[src/rtl/pc_stack_pkg.sv]
// Shared constants and types for the pc_stack4 program counter / return-address stack.
package pc_stack_pkg;

  localparam int          WIDTH    = 16;
  localparam int          DEPTH    = 4;
  localparam logic [15:0] RESET_PC = 16'h0000;

  typedef logic [1:0] ptr_t;
  typedef logic [2:0] depth_t;

  localparam depth_t DEPTH_FULL = 3'(DEPTH);

  // Five operations need three bits.
  typedef enum logic [2:0] {
    OP_HOLD,
    OP_INC,
    OP_LOAD,
    OP_CALL,
    OP_RET
  } op_e;

endpackage

[src/rtl/pc_stack4_mux.sv]
// Team 4-way 16-bit mux cell, used for the top-of-stack read.
module meu_mux4way16
  import pc_stack_pkg::*;
(
  input  logic [WIDTH-1:0] canal_a,
  input  logic [WIDTH-1:0] canal_b,
  input  logic [WIDTH-1:0] canal_c,
  input  logic [WIDTH-1:0] canal_d,
  input  ptr_t             controle_sel,
  output logic [WIDTH-1:0] saida
);

  always_comb begin
    case (controle_sel)
      2'd0:    saida = canal_a;
      2'd1:    saida = canal_b;
      2'd2:    saida = canal_c;
      default: saida = canal_d;
    endcase
  end

endmodule

[src/rtl/pc_stack4.sv]
// 16-bit program counter with a 4-entry return-address stack (jump/call/return).
// Define PC_STACK_WRAP_EN for a circular stack that overwrites the oldest entry when full.
module pc_stack4
  import pc_stack_pkg::*;
(
  input  logic             clk,
  input  logic             reset,
  input  logic             inc,
  input  logic             load,
  input  logic             call,
  input  logic             ret,
  input  logic [WIDTH-1:0] target,
  output logic [WIDTH-1:0] pc_out,
  output depth_t           depth,
  output logic             stack_full,
  output logic             stack_empty,
  output logic             err_ovf,
  output logic             err_unf
);

  logic [WIDTH-1:0] entry_q [DEPTH];
  logic [WIDTH-1:0] pc_q, pc_d, pc_inc, tos;
  depth_t           depth_q, depth_d;
  logic             ovf_q, ovf_d, unf_q, unf_d;
  logic             push;
  ptr_t             wr_ptr, rd_ptr;
  op_e              op;

`ifdef PC_STACK_WRAP_EN
  ptr_t head_q, head_d;
  assign wr_ptr = head_q;
`else
  // Without wrap the write slot is simply the current depth.
  assign wr_ptr = depth_q[1:0];
`endif
  assign rd_ptr = wr_ptr - 2'd1;
  assign pc_inc = pc_q + 16'd1;

  meu_mux4way16 u_tos_mux (
    .canal_a      (entry_q[0]),
    .canal_b      (entry_q[1]),
    .canal_c      (entry_q[2]),
    .canal_d      (entry_q[3]),
    .controle_sel (rd_ptr),
    .saida        (tos)
  );

  always_comb begin
    if (ret)       op = OP_RET;
    else if (call) op = OP_CALL;
    else if (load) op = OP_LOAD;
    else if (inc)  op = OP_INC;
    else           op = OP_HOLD;
  end

  always_comb begin
    pc_d    = pc_q;
    depth_d = depth_q;
    ovf_d   = ovf_q;
    unf_d   = unf_q;
    push    = 1'b0;
`ifdef PC_STACK_WRAP_EN
    head_d  = head_q;
`endif
    case (op)
      OP_INC:  pc_d = pc_inc;
      OP_LOAD: pc_d = target;
      OP_CALL: begin
        pc_d = target;
        if (depth_q != DEPTH_FULL) begin
          push    = 1'b1;
          depth_d = depth_q + 3'd1;
        end else begin
`ifdef PC_STACK_WRAP_EN
          push = 1'b1;
`else
          ovf_d = 1'b1;
`endif
        end
`ifdef PC_STACK_WRAP_EN
        head_d = head_q + 2'd1;
`endif
      end
      OP_RET: begin
        // Return on an empty stack behaves as a plain increment.
        if (depth_q == 3'd0) begin
          pc_d  = pc_inc;
          unf_d = 1'b1;
        end else begin
          pc_d    = tos;
          depth_d = depth_q - 3'd1;
`ifdef PC_STACK_WRAP_EN
          head_d  = head_q - 2'd1;
`endif
        end
      end
      default: ;
    endcase
  end

  always_ff @(posedge clk) begin
    if (reset) begin
      pc_q    <= RESET_PC;
      depth_q <= '0;
      ovf_q   <= 1'b0;
      unf_q   <= 1'b0;
`ifdef PC_STACK_WRAP_EN
      head_q  <= '0;
`endif
    end else begin
      pc_q    <= pc_d;
      depth_q <= depth_d;
      ovf_q   <= ovf_d;
      unf_q   <= unf_d;
`ifdef PC_STACK_WRAP_EN
      head_q  <= head_d;
`endif
    end
  end

  // Entry storage carries no reset; an emptied stack makes its contents irrelevant.
  always_ff @(posedge clk) begin
    if (push && !reset) entry_q[wr_ptr] <= pc_inc;
  end

  assign pc_out      = pc_q;
  assign depth       = depth_q;
  assign stack_full  = (depth_q == DEPTH_FULL);
  assign stack_empty = (depth_q == 3'd0);
  assign err_ovf     = ovf_q;
  assign err_unf     = unf_q;

endmodule

[config.mk]
export PLATFORM = sky130hd
export DESIGN_NAME = pc_stack4
export DESIGN_NICKNAME = d
export VERILOG_FILES = /design/src/rtl/pc_stack_pkg.sv /design/src/rtl/pc_stack4_mux.sv /design/src/rtl/pc_stack4.sv
export SDC_FILE = /design/constraint.sdc
export NUM_CORES = 1
export LEC_CHECK = 0
export ABC_CLOCK_PERIOD_IN_PS = 2900
export CAP_MARGIN = 20
export CORE_MARGIN = 2
export CORE_UTILIZATION = 30
export DETAILED_ROUTE_END_ITERATION = 12
export PLACE_DENSITY_LB_ADDON = 0.2
export SLEW_MARGIN = 5
export SYNTH_ARGS = -nofsm -noshare
export SYNTH_HDL_FRONTEND = slang
export SYNTH_SLANG_ARGS = --single-unit
[constraint.sdc]
create_clock -name clk -period 2.9 [get_ports clk]
set_input_delay 0.725 -clock clk [delete_from_list [all_inputs] [get_ports clk]]
set_output_delay 0.725 -clock clk [all_outputs]
set_load 0.01 [all_outputs]
# --- Yosys cells after proc, flatten, opt, wreduce, memory -nomap -nowiden ---
# Memories as Yosys holds them, arrays and structs flattened.
# Index checks and enable logic that the tools add are counted.
op_classes:
  mux: 14
  eq_ne: 10
  reduce_logical: 10
  addsub: 4
  bitwise_logic: 1
op_table:
  columns: ["op", "count"]
  rows:
  - ["16-bit one-hot mux with 3 select lines", 2]
  - ["16-bit by 1-bit adder with 16-bit output, second input constant", 1]
  - ["16-bit two-way mux", 1]
  - ["3-bit two-way mux", 3]
  - ["3-bit by 2-bit == test with 1-bit output, second input constant", 2]
  - ["3-bit == test, second input constant", 2]
  - ["3-bit one-hot mux with 2 select lines", 1]
  - ["1-bit two-way mux", 5]
  - ["2-bit two-way mux", 2]
  - ["2-bit != test, second input constant", 2]
  - ["2-bit AND reduction", 2]
  - ["3-bit by 1-bit adder with 3-bit output, second input constant", 1]
  - ["3-bit by 1-bit == test with 1-bit output, second input constant", 1]
  - ["3-bit zero test", 1]
  - ["3-bit != test, second input constant", 1]
  - ["3-bit AND reduction", 1]
  - ["3-bit nonzero test", 1]
  - ["3-bit by 1-bit subtractor with 3-bit output, second input constant", 1]
  - ["2-bit by 1-bit == test with 1-bit output, second input constant", 1]
  - ["2-bit == test, second input constant", 1]
  - ["2-bit zero test", 1]
  - ["2-bit nonzero test", 1]
  - ["2-bit OR reduction", 1]
  - ["2-bit by 1-bit subtractor with 2-bit output, second input constant", 1]
  - ["other kinds (3)", 3]
totals:
  ff_bits: 21
  input_bits: 22
  n_memories: 1
  wordCells: 44
  mem_bits_rw: 64
  output_inout_bits: 23
memory_table:
  columns: ["name", "words", "width", "read_ports", "rd_clocked_by_memory_dff", "wr", "line", "source"]
  rows:
  - ["entry_q", 4, 16, 4, 0, 1, "pc_stack4.sv:21", "logic [WIDTH-1:0] entry_q [DEPTH];"]

# --- Depth between registers and ports, before layout ---
# Gate-level depths: netlist of the first run.
logic_depth:
  word_depth: 9
  depth_mapped: 7
  ltp_nobuf: 6

# --- By module ---
# A second synthesis of the first run with hierarchy kept.
unflattened:
  hier_cells: 284
  area_unflattened_um2: 3947.5
modules_own_cells:
  columns: ["mod", "cells_each", "instances", "area_per_inst_um2"]
  rows:
  - ["pc_stack4", 264, 1, 3523.4]
  - ["meu_mux4way16", 20, 1, 424.2]

# --- Least setup slack after synthesis of the first run ---
# No wires, ideal clock.
synth_timing:
  kind: "input -> register"
  start: "input ret"
  end: "memory entry_q[1][0] (enable)"
  path_slack_ps: -244
  arrival_ps: 2714
  setup_ps: 430
  stages: 4
  path_buffers: 1
  cell_sequence: "buf_2 -> clkinv_1 -> nand2_1 -> nor4_1"
synth_between:
  elab_chain_len: 6
synth_lines:
  columns: ["item", "line", "source"]
  rows:
  - ["start, declared", "pc_stack4.sv:11", "input logic ret,"]
  - ["3-bit two-way mux", "pc_stack4.sv:49", "if (ret) op = OP_RET;"]
  - ["3-bit by 2-bit == test with 1-bit output", "pc_stack4.sv:65", "case (op)"]
  - ["1-bit two-way mux", "pc_stack4.sv:65", null]
  - ["1-bit logical AND", "pc_stack4.sv:123", "if (push && !reset) entry_q[wr_ptr] <= pc_inc;"]
  - ["1-bit two-way mux", "pc_stack4.sv:123", null]
  - ["1-bit two-way mux (implied by the code)", "pc_stack4.sv:123", null]
  - ["end, declared", "pc_stack4.sv:21", null]
# Every way passes these cells.

# --- Worst setup path after layout of the first run ---
layout_timing:
  start: "register depth_q[1] (netlist: depth[1])"
  end: "output stack_empty"
layout_between:
  elab_chain_len: 1
layout_lines:
  columns: ["item", "line", "source"]
  rows:
  - ["start, declared", "pc_stack4.sv:23", "depth_t depth_q, depth_d;"]
  - ["start signal, assigned", "pc_stack4.sv:112", "depth_q <= depth_d;"]
  - ["3-bit zero test", "pc_stack4.sv:129", "assign stack_empty = (depth_q == 3'd0);"]
  - ["end, declared", "pc_stack4.sv:16", "output logic stack_empty,"]
# Every way passes these cells.

==> metrics.txt, run 1 <==
Worst Path Required=~2200 ps; Fin. Hold Viols=0; Vias=2,619; n_diodes=0; Fin Setup TNS=0 ps; dpl cell area=approximately 4500 um^2; Setup crit start kind=register; FF+latch area=~2300 um^2; pre-CTS WS=between 200 and 250 ps; FF-to-FF End=pc_out[10]$_SDFFE_PP0P_; initial core utilization=0.311; Post-CTS Hold Fix Bufs=0; Syn Area/Cell=between 10 and 15 um^2; Ys Warns=0; PostCTS Resize Cnt=0; power per cell area=between 600 and 700 nW/um^2; synth-to-layout area growth=27.8%; worst r2r src=pc_out[1]$_SDFFE_PP0P_; cell area after layout=4810 um^2; Critical Path Sink=stack_empty; Pins Over Slew Limit=0; final wirelength=9.64 mm; highest clock rate=just over 400 MHz; maximum number of pins on one net before global-route repair=28; hold_ws=~480 ps; detailed placer's ending HPWL=about 6.6 mm; Final Power=3.27 mW; # DRC=0; first-pass GRT wire length=14.9 mm; Crit path arrival time=around 1700 ps; crit path capture type=output port; Routed WL per cell=approximately 19 um; final setup fails=0; Max-cap violations=0; clk slew on worst S/H paths=roughly 60 ps; Post-Syn Nets=between 300 and 400; H-tree depth=3; critical path class=reg2out; Most used DFF post-synth=edfxtp_1; gr usage total=0.151; cell area after synthesis=between 3000 and 4000 um^2; # fillers=approximately 1,100; CP startpoint=depth[1]$_SDFFE_PP0P_; GP Congestion=0.770; footprint of the multi-input gates=between 1000 and 1500 um^2; Core ar.=between 10,000 and 15,000 um^2; NumNets Final=371; proportion of layout cells with a drive suffix above 1=0.145; FF-to-FF path depth=6; VDD IR-drop max=around 0.25 mV; CTS sink cnt=85; flip-flop and latch count after synthesis=85; cell count after synthesis=between 200 and 300; Seq/Total Area, Yosys=0.622; min-delay src=err_ovf$_SDFFE_PP0P_; vias per inst=5.04; Reg2Reg Setup Slack=~750 ps; EDFF count, synth=64; CTS root buf=clkbuf_16; min Tclk post-route=approximately 2400 ps; CTS tree=yes; Final period util=0.843; max incr delay on CP=slightly above 600 ps; PortBufs=44; Hold Path Class=reg2reg; Bufs on Longest Clock Path=2; die area=approximately 13,000 um^2; outcome=complete, no violations; 1st-pass router iterations=4; worst-path cell with the longest stage delay=clkdlybuf4s50_1; setup ws final=454 ps; synth unique cells=52; Iter 0 DRT Violations=~180; grt ovf=0; Pleak=1.60 nW; Max Clock Skew=roughly 8.1 ps; Die Y=between 100 and 150 um; relative slew slack=0.408; post-route antenna net violation count=0; slew at the pin with the worst max-slew slack=888 ps; post-CTS setup buffer count=0; Post-synth ARST share=0; vias in the first global route=2,612; DIE WIDTH=about 120 um; CTS buffer count=9; crit path max fanout=10; initial antenna violation count=0; worst-skew pair later-pin latency=330 ps; crit-path cells=nor3_1 > clkdlybuf4s50_1; io pins=45; RSZ-0062 raised after global routing=no; # rows=40
## worst max-delay path, delay by kind of cell (launching register included)
kind	cells	cell delay, ps
flops	1	430
buf+inv	1	610
simple gates	1	340
## report_power, final
group          switching [mW]  internal (mW)  total (mW)
sequential             0.0642           1.40        1.46
clock                   0.463          0.781        1.24
combinational           0.301          0.262       0.563
## cell usage in the layout (no fill, tap or decap), drive strengths merged, types with 3 or more instances in the layout
cell type,instances
a211oi,10
a2111oi,3
nand3,4
nor2b,6
clkdlybuf4s50,44
nand4,4
clkbuf,11
nor3,6
dfxtp,21
nor3b,8
nor4,3
a21oi,19
xor2,3
nand3b,3
clkinv,3
mux4,7
buf,19
edfxtp,64
a22o,4
nor2,20
a22oi,3
xnor2,12
a21o,6
nand2,16
and2,7
o21ai,6
a31oi,3
a221oi,13
inv,7
## per-stage QoR
step,std cells,util
after floorplan,289,-
after global placement,504,0.370
after detailed placement,504,0.370
after CTS,520,0.397
after global routing,520,0.397
final,520,0.397
## layer usage
layer	GRT usage	wire, um	part of all wire	vias up
met3	0.0225	420	0.044	14
met4	0.0690	199	0.021	0
met1	0.198	4250	0.44	1294
met5	0	0	0	-
met2	0.248	4770	0.49	75
li1	-	-	-	1236
## kinds of logic (layout without fill, tap and decap cells)
logic type,after synthesis,count (layout),synth area share
buf+inv,23,86,0.0299
mux,8,8,0.0445
xor+xnor,15,15,0.0369
flops,85,85,0.622
compound gates,74,74,0.139
fa+ha+maj,2,2,0.00864
simple gates,82,82,0.119
## cells in the mapped netlist, types with 2 or more instances
master | n | area, um^2
nand4_1 | 4 | 25.0
xor2_1 | 2 | 17.5
nand3_1 | 3 | 15.0
clkbuf_1 | 5 | 18.8
a21o_1 | 5 | 37.5
buf_1 | 2 | 7.51
a22o_1 | 4 | 35.0
nor3b_1 | 8 | 60.1
nor3_1 | 5 | 25.0
and2_1 | 7 | 43.8
dfxtp_1 | 21 | 420
nand2_1 | 16 | 60.1
xnor2_1 | 12 | 105
a211oi_1 | 10 | 75.1
a22oi_1 | 3 | 22.5
nor4_1 | 3 | 18.8
nor2b_1 | 6 | 37.5
a2111oi_0 | 3 | 26.3
o21ai_0 | 6 | 30.0
mux4_2 | 7 | 158
nand3b_1 | 3 | 22.5
a21oi_1 | 19 | 95.1
nor2_2 | 2 | 12.5
a31oi_1 | 3 | 18.8
edfxtp_1 | 64 | 1920
nor2_1 | 18 | 67.6
inv_1 | 5 | 18.8
buf_2 | 6 | 30.0
a221oi_1 | 13 | 114
a222oi_1 | 2 | 20.0
## state kept, by name, summed over array words and instances (netlist names)
signal / flops
depth: 3
entry_q: 64
err_ovf: 1
err_unf: 1
pc_out: 16
## area by class of cell
type,instances,share of cell area
Sequential cell,85,0.487
Multi-Input combinational cell,181,0.275
Timing Repair Buffer,63,0.121
Clock buffer,11,0.0504
Tap cell,168,0.0437
Clock inverter,5,0.0172
Inverter,7,0.00546
## worst min path at each step
stage                                      end  cells after the start
after detailed placement  err_ovf$_SDFFE_PP0P_                      2
after global placement    err_ovf$_SDFFE_PP0P_                      2
final                     err_ovf$_SDFFE_PP0P_                      2
after floorplan           err_unf$_SDFFE_PP0P_                      2
after CTS                 err_ovf$_SDFFE_PP0P_                      2
after global routing      err_ovf$_SDFFE_PP0P_                      2
(Power assumes the default switching activity.)
==> run 2, diff against run 1 <==
--- a/config.mk
+++ b/config.mk
@@ -5,7 +5,7 @@
 export SDC_FILE = /design/constraint.sdc
 export NUM_CORES = 1
 export LEC_CHECK = 0
-export ABC_CLOCK_PERIOD_IN_PS = 2900
+export ABC_CLOCK_PERIOD_IN_PS = 2150
 export CAP_MARGIN = 20
 export CORE_MARGIN = 2
 export CORE_UTILIZATION = 30
==> constraint.sdc (replaced) <==
create_clock -name clk -period 2.15 [get_ports clk]
set_input_delay 0.5375 -clock clk [delete_from_list [all_inputs] [get_ports clk]]
set_output_delay 0.5375 -clock clk [all_outputs]
set_load 0.01 [all_outputs]
==> run 2 against run 1 <==
Global-route usage up 0.19 points. Clock-buffer cell count unchanged. Sequential cell count unchanged. Utilization up 2.1 points. Routed wire length down 0.13%. Register-to-register slack worse by 530 ps. First-iteration DRC count down 39%. Non-clock buffer count up 24. Total power up 40%. Sequential share of layout area down 2.4 points. Cell area up 5.2%. Clock skew down 3.3 ps. Largest cell class unchanged. Largest power group unchanged.
==> metrics.txt, run 2 (synthesized netlist as in run 1, its figures left out) <==
outcome=complete, no violations; grt met3 use=0.0220 (-0.000523); grt met1 use=0.205 (+0.00709); H-tree depth=3 (unchanged); final setup fails=0 (unchanged); maximum number of pins on one net before global-route repair=20 (-29%); Vias=2,645 (+0.99%); Top reg by flops=entry_q; crit-path cells=nor2_2 > and2_1 > clkdlybuf4s50_1; worst-skew pair later-pin latency=340 ps (about the same); # DRC=0 (unchanged); NumNets Final=395 (+6.5%); commonest cells after routing, fill and taps aside=edfxtp_1, clkdlybuf4s50_1, buf_4, a21oi_1, dfxtp_1; global route hottest layer=met2; slew at the pin with the worst max-slew slack=470 ps (-417 ps); met2 Use GR=0.244 (-0.00351); min Tclk post-route=around 2100 ps; synth-to-layout area growth=34.5%; worst-path cell with the longest stage delay=clkdlybuf4s50_1; final wirelength=9.63 mm (-0.13%); post-route antenna net violation count=0 (unchanged); max incr delay on CP=550 ps (-60 ps); io pins=45 (unchanged); Core ar.=12,100 um^2 (unchanged); Setup crit start kind=register; detailed placer's ending HPWL=7.04 mm (+7.3%); CTS root buf=clkbuf_16; DIE WIDTH=116 um (unchanged); GP Congestion=0.832 (+8.1%); Final period util=0.976; cell family with most CP delay=buffers and inverters; highest clock rate=between 400 and 500 MHz; relative slew slack=0.684 (+0.276); 1st-pass router iterations=4 (unchanged); commonest non-fill, non-tap cell in the layout=edfxtp_1; CTS sink cnt=85 (unchanged); Max Clock Skew=4.80 ps (-3.33 ps); Iter 0 DRT Violations=111 (-39%); CTS buffer count=9 (unchanged); Routed WL per cell=17.7 um (-4.5%); Final Power=4.56 mW (+40%); initial antenna violation count=0 (unchanged); post-CTS setup buffer count=0 (unchanged); CTS tree=yes; VDD IR-drop max=0.389 mV (+53%); first-pass GRT wire length=14.9 mm (about the same); vias per inst=4.86 (-3.5%); Fin. Hold Viols=0 (unchanged); n_diodes=0 (unchanged); Finished Core Util=0.418 (+0.0208); grt ovf=0 (unchanged); Hold Path Class=reg2reg; crit path max fanout=7 (-3); Largest register FFs=64 (unchanged); hold_ws=492 ps (+15.9 ps); # rows=40 (unchanged); Worst Path Required=1610 ps (-560 ps); Buf/Inv on CP=1 (unchanged); Bufs on Longest Clock Path=2 (unchanged); Pleak=1.74 nW (+8.6%); Die Y=116 um (unchanged); Pins Over Slew Limit=0 (unchanged); power per cell area=901 nW/um^2 (+33%); die area=13,500 um^2 (unchanged); crit path capture type=output port; critical path class=reg2out; vias in the first global route=2,671 (+2.3%); Max-cap violations=0 (unchanged); RSZ-0062 raised after global routing=no; Crit path arrival time=1560 ps (-160 ps); Post-CTS Hold Fix Bufs=0 (unchanged); clk slew on worst S/H paths=60 ps (about the same); initial core utilization=0.311 (unchanged); proportion of layout cells with a drive suffix above 1=0.207 (+0.0626); gr usage total=0.153 (+0.00191); PortBufs=44 (unchanged)
[run 2: changes by cell type in the layout (fill, tap and decap cells not counted), sizes merged]
cell,before,now
inv,7,6
bufinv,2,3
buf,19,43
[run 2: path summary, 6_finish.rpt]
kind	endpoint	slack (ps)	cells past startpoint	start
worst max-delay path	stack_full	50	3	depth[0]$_SDFFE_PP0P_
worst max register to register	pc_out[14]$_SDFFE_PP0P_	220	6	pc_out[0]$_SDFFE_PP0P_
worst min-delay path	err_ovf$_SDFFE_PP0P_	490	2	err_ovf$_SDFFE_PP0P_
worst min register to register	err_ovf$_SDFFE_PP0P_	490	2	err_ovf$_SDFFE_PP0P_
[run 2: final cells by class]
class,count,area [um^2]
fillers,1163,7050
flip-flops and latches,85,2340
multi-input cells,181,1340
repair buffers,87,801
clock buffers,11,243
well taps,168,210
clock inverters,5,97.6
inverters,7,26.3
[run 2: power by group]
part           switching (mW)  leakage (nW)  internal (mW)  total (mW)
Clock                   0.597         0.165           1.16        1.76
Combinational           0.424         0.812          0.412       0.836
Sequential             0.0829         0.761           1.89        1.97
Total                    1.10          1.74           3.46        4.56
[run 2: worst register-to-register path, delay by kind of cell, from the launching register on]
family          cells  cell delay (ps)
compound gates      1              150
xor+xnor            1              270
fa+ha+maj           1              200
flops               1              340
simple gates        3              920
[run 2: repair_timing]
| action | 4_1_cts | 5_1_grt |
|---|---|---|
| pin swaps | 0 | 1 |
| resized for setup | 1 | 5 |
| endpoints found under the setup margin | 4 | 10 |
| gates cloned | 0 | 0 |
| hold endpoints to repair | 0 | 0 |
[run 2: per-stage QoR]
stage          setup TNS (ps)  std cells  setup slack (ps)  area, um^2
3_5_place_dp            -3100        528              -134        4700
2_1_floorplan           -3670        289              -115        3780
4_1_cts                  -129        544             -50.8        5050
3_3_place_gp            -3810        528              -198        4700
5_1_grt                     0        544              3.09        5060
6_report                    0        544              52.3        5060
[run 2: per-layer routing]
layer  part of all wire  vias up
li1                   -     1286
met5                  0        -
met3              0.027       12
met1               0.46     1307
met2               0.49       40
met4              0.021        0
==> run 3, diff against run 2 <==
--- a/config.mk
+++ b/config.mk
@@ -14,4 +14,5 @@
 export SLEW_MARGIN = 5
 export SYNTH_ARGS = -nofsm -noshare
 export SYNTH_HDL_FRONTEND = slang
+export SYNTH_HIERARCHICAL = 1
 export SYNTH_SLANG_ARGS = --single-unit
==> run 3 against run 2 <==
Cell count is 0.37% lower. Clock-buffer cell count down 2. Synthesized cell count shrank 1.7%. Sequential power up 11%. Combinational power grew to 2.8 times the previous value. Worst hold slack got worse by 40 ps. Clock power fell by 17%. Largest cell class unchanged.
==> metrics.txt, run 3 <==
outcome=complete, no violations; Ys Warns=6 (+6); Post-synth ARST share=0 (unchanged); Routed WL per cell=19.2 um (+8.2%); relative slew slack=0.691 (+0.00679); # rows=41 (+2.5%); gr usage total=0.154 (+0.000811); Seq/Total Area, Yosys=0.593 (-0.0288); worst-skew pair later-pin latency=330 ps (about the same); Core ar.=12,700 um^2 (+5.0%); most common cell in the netlist=edfxtp_1; EDFF count, synth=64 (unchanged); Final Power=5.98 mW (+31%); Die Y=119 um (+2.3%); post-route antenna net violation count=0 (unchanged); 1st-pass router iterations=4 (unchanged); Vias=2,688 (+1.6%); CTS tree=yes; VDD IR-drop max=0.395 mV (+1.4%); H-tree depth=3 (unchanged); NumNets Final=393 (-0.51%); first-pass GRT wire length=16.1 mm (+8.3%); Crit path arrival time=2320 ps (+760 ps); Hold Path Class=reg2reg; # DRC=0 (unchanged); Syn Area/Cell=13.9 um^2 (+6.7%); n_diodes=0 (unchanged); initial antenna violation count=0 (unchanged); CTS buffer count=9 (unchanged); flip-flop and latch count after synthesis=85 (unchanged); Worst Path Required=2410 ps (+800 ps); grt ovf=0 (unchanged); Post-Syn Nets=312 (-0.32%); area leader, netlist=edfxtp_1; Max Clock Skew=4.14 ps (-0.661 ps); most instantiated cells after synthesis=edfxtp_1, dfxtp_1, nand2_1; Max-cap violations=0 (unchanged); cell area after synthesis=3950 um^2 (+4.9%); Setup crit start kind=input port; GP Congestion=0.794 (-4.5%); synth-to-layout area growth=33.5%; Pins Over Slew Limit=0 (unchanged); slew at the pin with the worst max-slew slack=460 ps (-10.1 ps); top-area cell type share of the netlist area=0.487 (-0.0236); PortBufs=44 (unchanged); CTS sink cnt=85 (unchanged); die area=14,100 um^2 (+4.7%); Fin. Hold Viols=0 (unchanged); vias in the first global route=2,748 (+2.9%); Pleak=1.87 nW (+7.4%); io pins=45 (unchanged); Largest register FFs=64 (unchanged); Most used DFF post-synth=edfxtp_1; Final period util=0.958 (-0.0178); final wirelength=10.4 mm (+7.8%); maximum number of pins on one net before global-route repair=20 (unchanged); Bufs on Longest Clock Path=2 (unchanged); critical path class=in2reg; clk slew on worst S/H paths=60 ps (about the same); crit path capture type=register; Post-CTS Hold Fix Bufs=0 (unchanged); Finished Core Util=0.414 (-0.00384); RSZ-0062 raised after global routing=no; detailed placer's ending HPWL=7.54 mm (+7.2%); vias per inst=4.96 (+2.0%); min Tclk post-route=2060 ps (-38.3 ps); final setup fails=0 (unchanged); highest clock rate=486 MHz (+1.9%); proportion of layout cells with a drive suffix above 1=0.230 (+0.0223); cell count after synthesis=284 (-1.7%); Top reg by flops=entry_q; Iter 0 DRT Violations=177 (+59%); hold_ws=452 ps (-39.9 ps); commonest non-fill, non-tap cell in the layout=edfxtp_1; cell area after layout=5270 um^2 (+4.1%); commonest cells after routing, fill and taps aside=edfxtp_1, clkdlybuf4s50_1, buf_4, dfxtp_1, nand2_1; ranking of synthesized cells by area=edfxtp_1, dfxtp_1, mux4_2, mux4_1, o2bb2ai_1; DIE WIDTH=119 um (+2.3%); CTS root buf=clkbuf_16; initial core utilization=0.310 (-0.000560); synth unique cells=51 (-1.9%); post-CTS setup buffer count=0 (unchanged); power per cell area=1130 nW/um^2 (+26%); setup ws final=90.6 ps (+38.3 ps); dpl cell area=4970 um^2 (+5.7%); pre-CTS WS=-293 ps (-159 ps); crit path max fanout=7 (unchanged)
## run 3: changes by cell type in the layout (fill, tap and decap cells not counted), sizes merged, moves of 5 or more
cell / change
o2bb2ai: +17
nor2: -12
a221oi: -10
inv: +9
mux4: +9
a211oi: -8
nor3b: -8
a21oi: -7
nor2b: -5
## run 3: metal layers
metal / vias up / GRT usage / share of wire / wire (um)
met1: 1318 / 0.216 / 0.48 / 5000
met2: 85 / 0.241 / 0.46 / 4760
met4: 0 / 0.0402 / 0.0067 / 70
met5: - / 0 / 0 / 0
li1: 1280 / - / - / -
met3: 5 / 0.0323 / 0.053 / 550
## run 3: path summary, 6_finish.rpt
path,from,endpoint,slack (ps),cells after the start
min,err_unf$_SDFFE_PP0P_,err_unf$_SDFFE_PP0P_,450,2
max,inc,pc_out[3]$_SDFFE_PP0P_,90,6
max reg2reg,depth[1]$_SDFFE_PP0P_,pc_out[7]$_SDFFE_PP0P_,140,6
min reg2reg,err_unf$_SDFFE_PP0P_,err_unf$_SDFFE_PP0P_,450,2
## run 3: power by group
group          switching, mW  internal (mW)  leakage [nW]
registers              0.155           2.04         0.762
logic                   1.12           1.20         0.969
clock network          0.666          0.799         0.136
total                   1.94           4.04          1.87
## run 3: cell families (layout without fill, tap and decap cells)
family                     Yosys count  in the layout  synth area share
AOI/OAI and AO/OA                   62             62             0.118
xor gates and xnor gates            17             17            0.0377
adders and majority gates            6              6            0.0209
buffers and inverters               30            116            0.0377
DFF                                 85             85             0.593
muxes                               16             16            0.0970
and+or+nand+nor                     68             68            0.0954
## run 3: per-stage QoR
step	TNS [ps]	instances
after floorplan	0	284
after global placement	-12970	526
after detailed placement	-12550	526
after CTS	0	542
after global routing	0	542
final	0	542
## run 3: area by class of cell
| cell class | count | area (um^2) |
|---|---|---|
| tap | 172 | 215 |
| multi-input combinational | 169 | 1480 |
| clock inverter | 7 | 57.6 |
| fill | 1234 | 7450 |
| sequential | 85 | 2340 |
| clock buffer | 9 | 225 |
| timing repair buffer | 88 | 906 |
| inverter | 12 | 45.0 |
## run 3: what timing repair did
action,CTS,global route
pin swaps,1,0
setup endpoints to repair,2,2
resized for setup,6,1
## run 3: worst max-delay path, stage by stage
cell	delay (ps)
clkdlybuf4s50_1	540
or4b_4	540
buf_4	180
a211oi_1	270
a221oi_1	100
a21oi_1	150
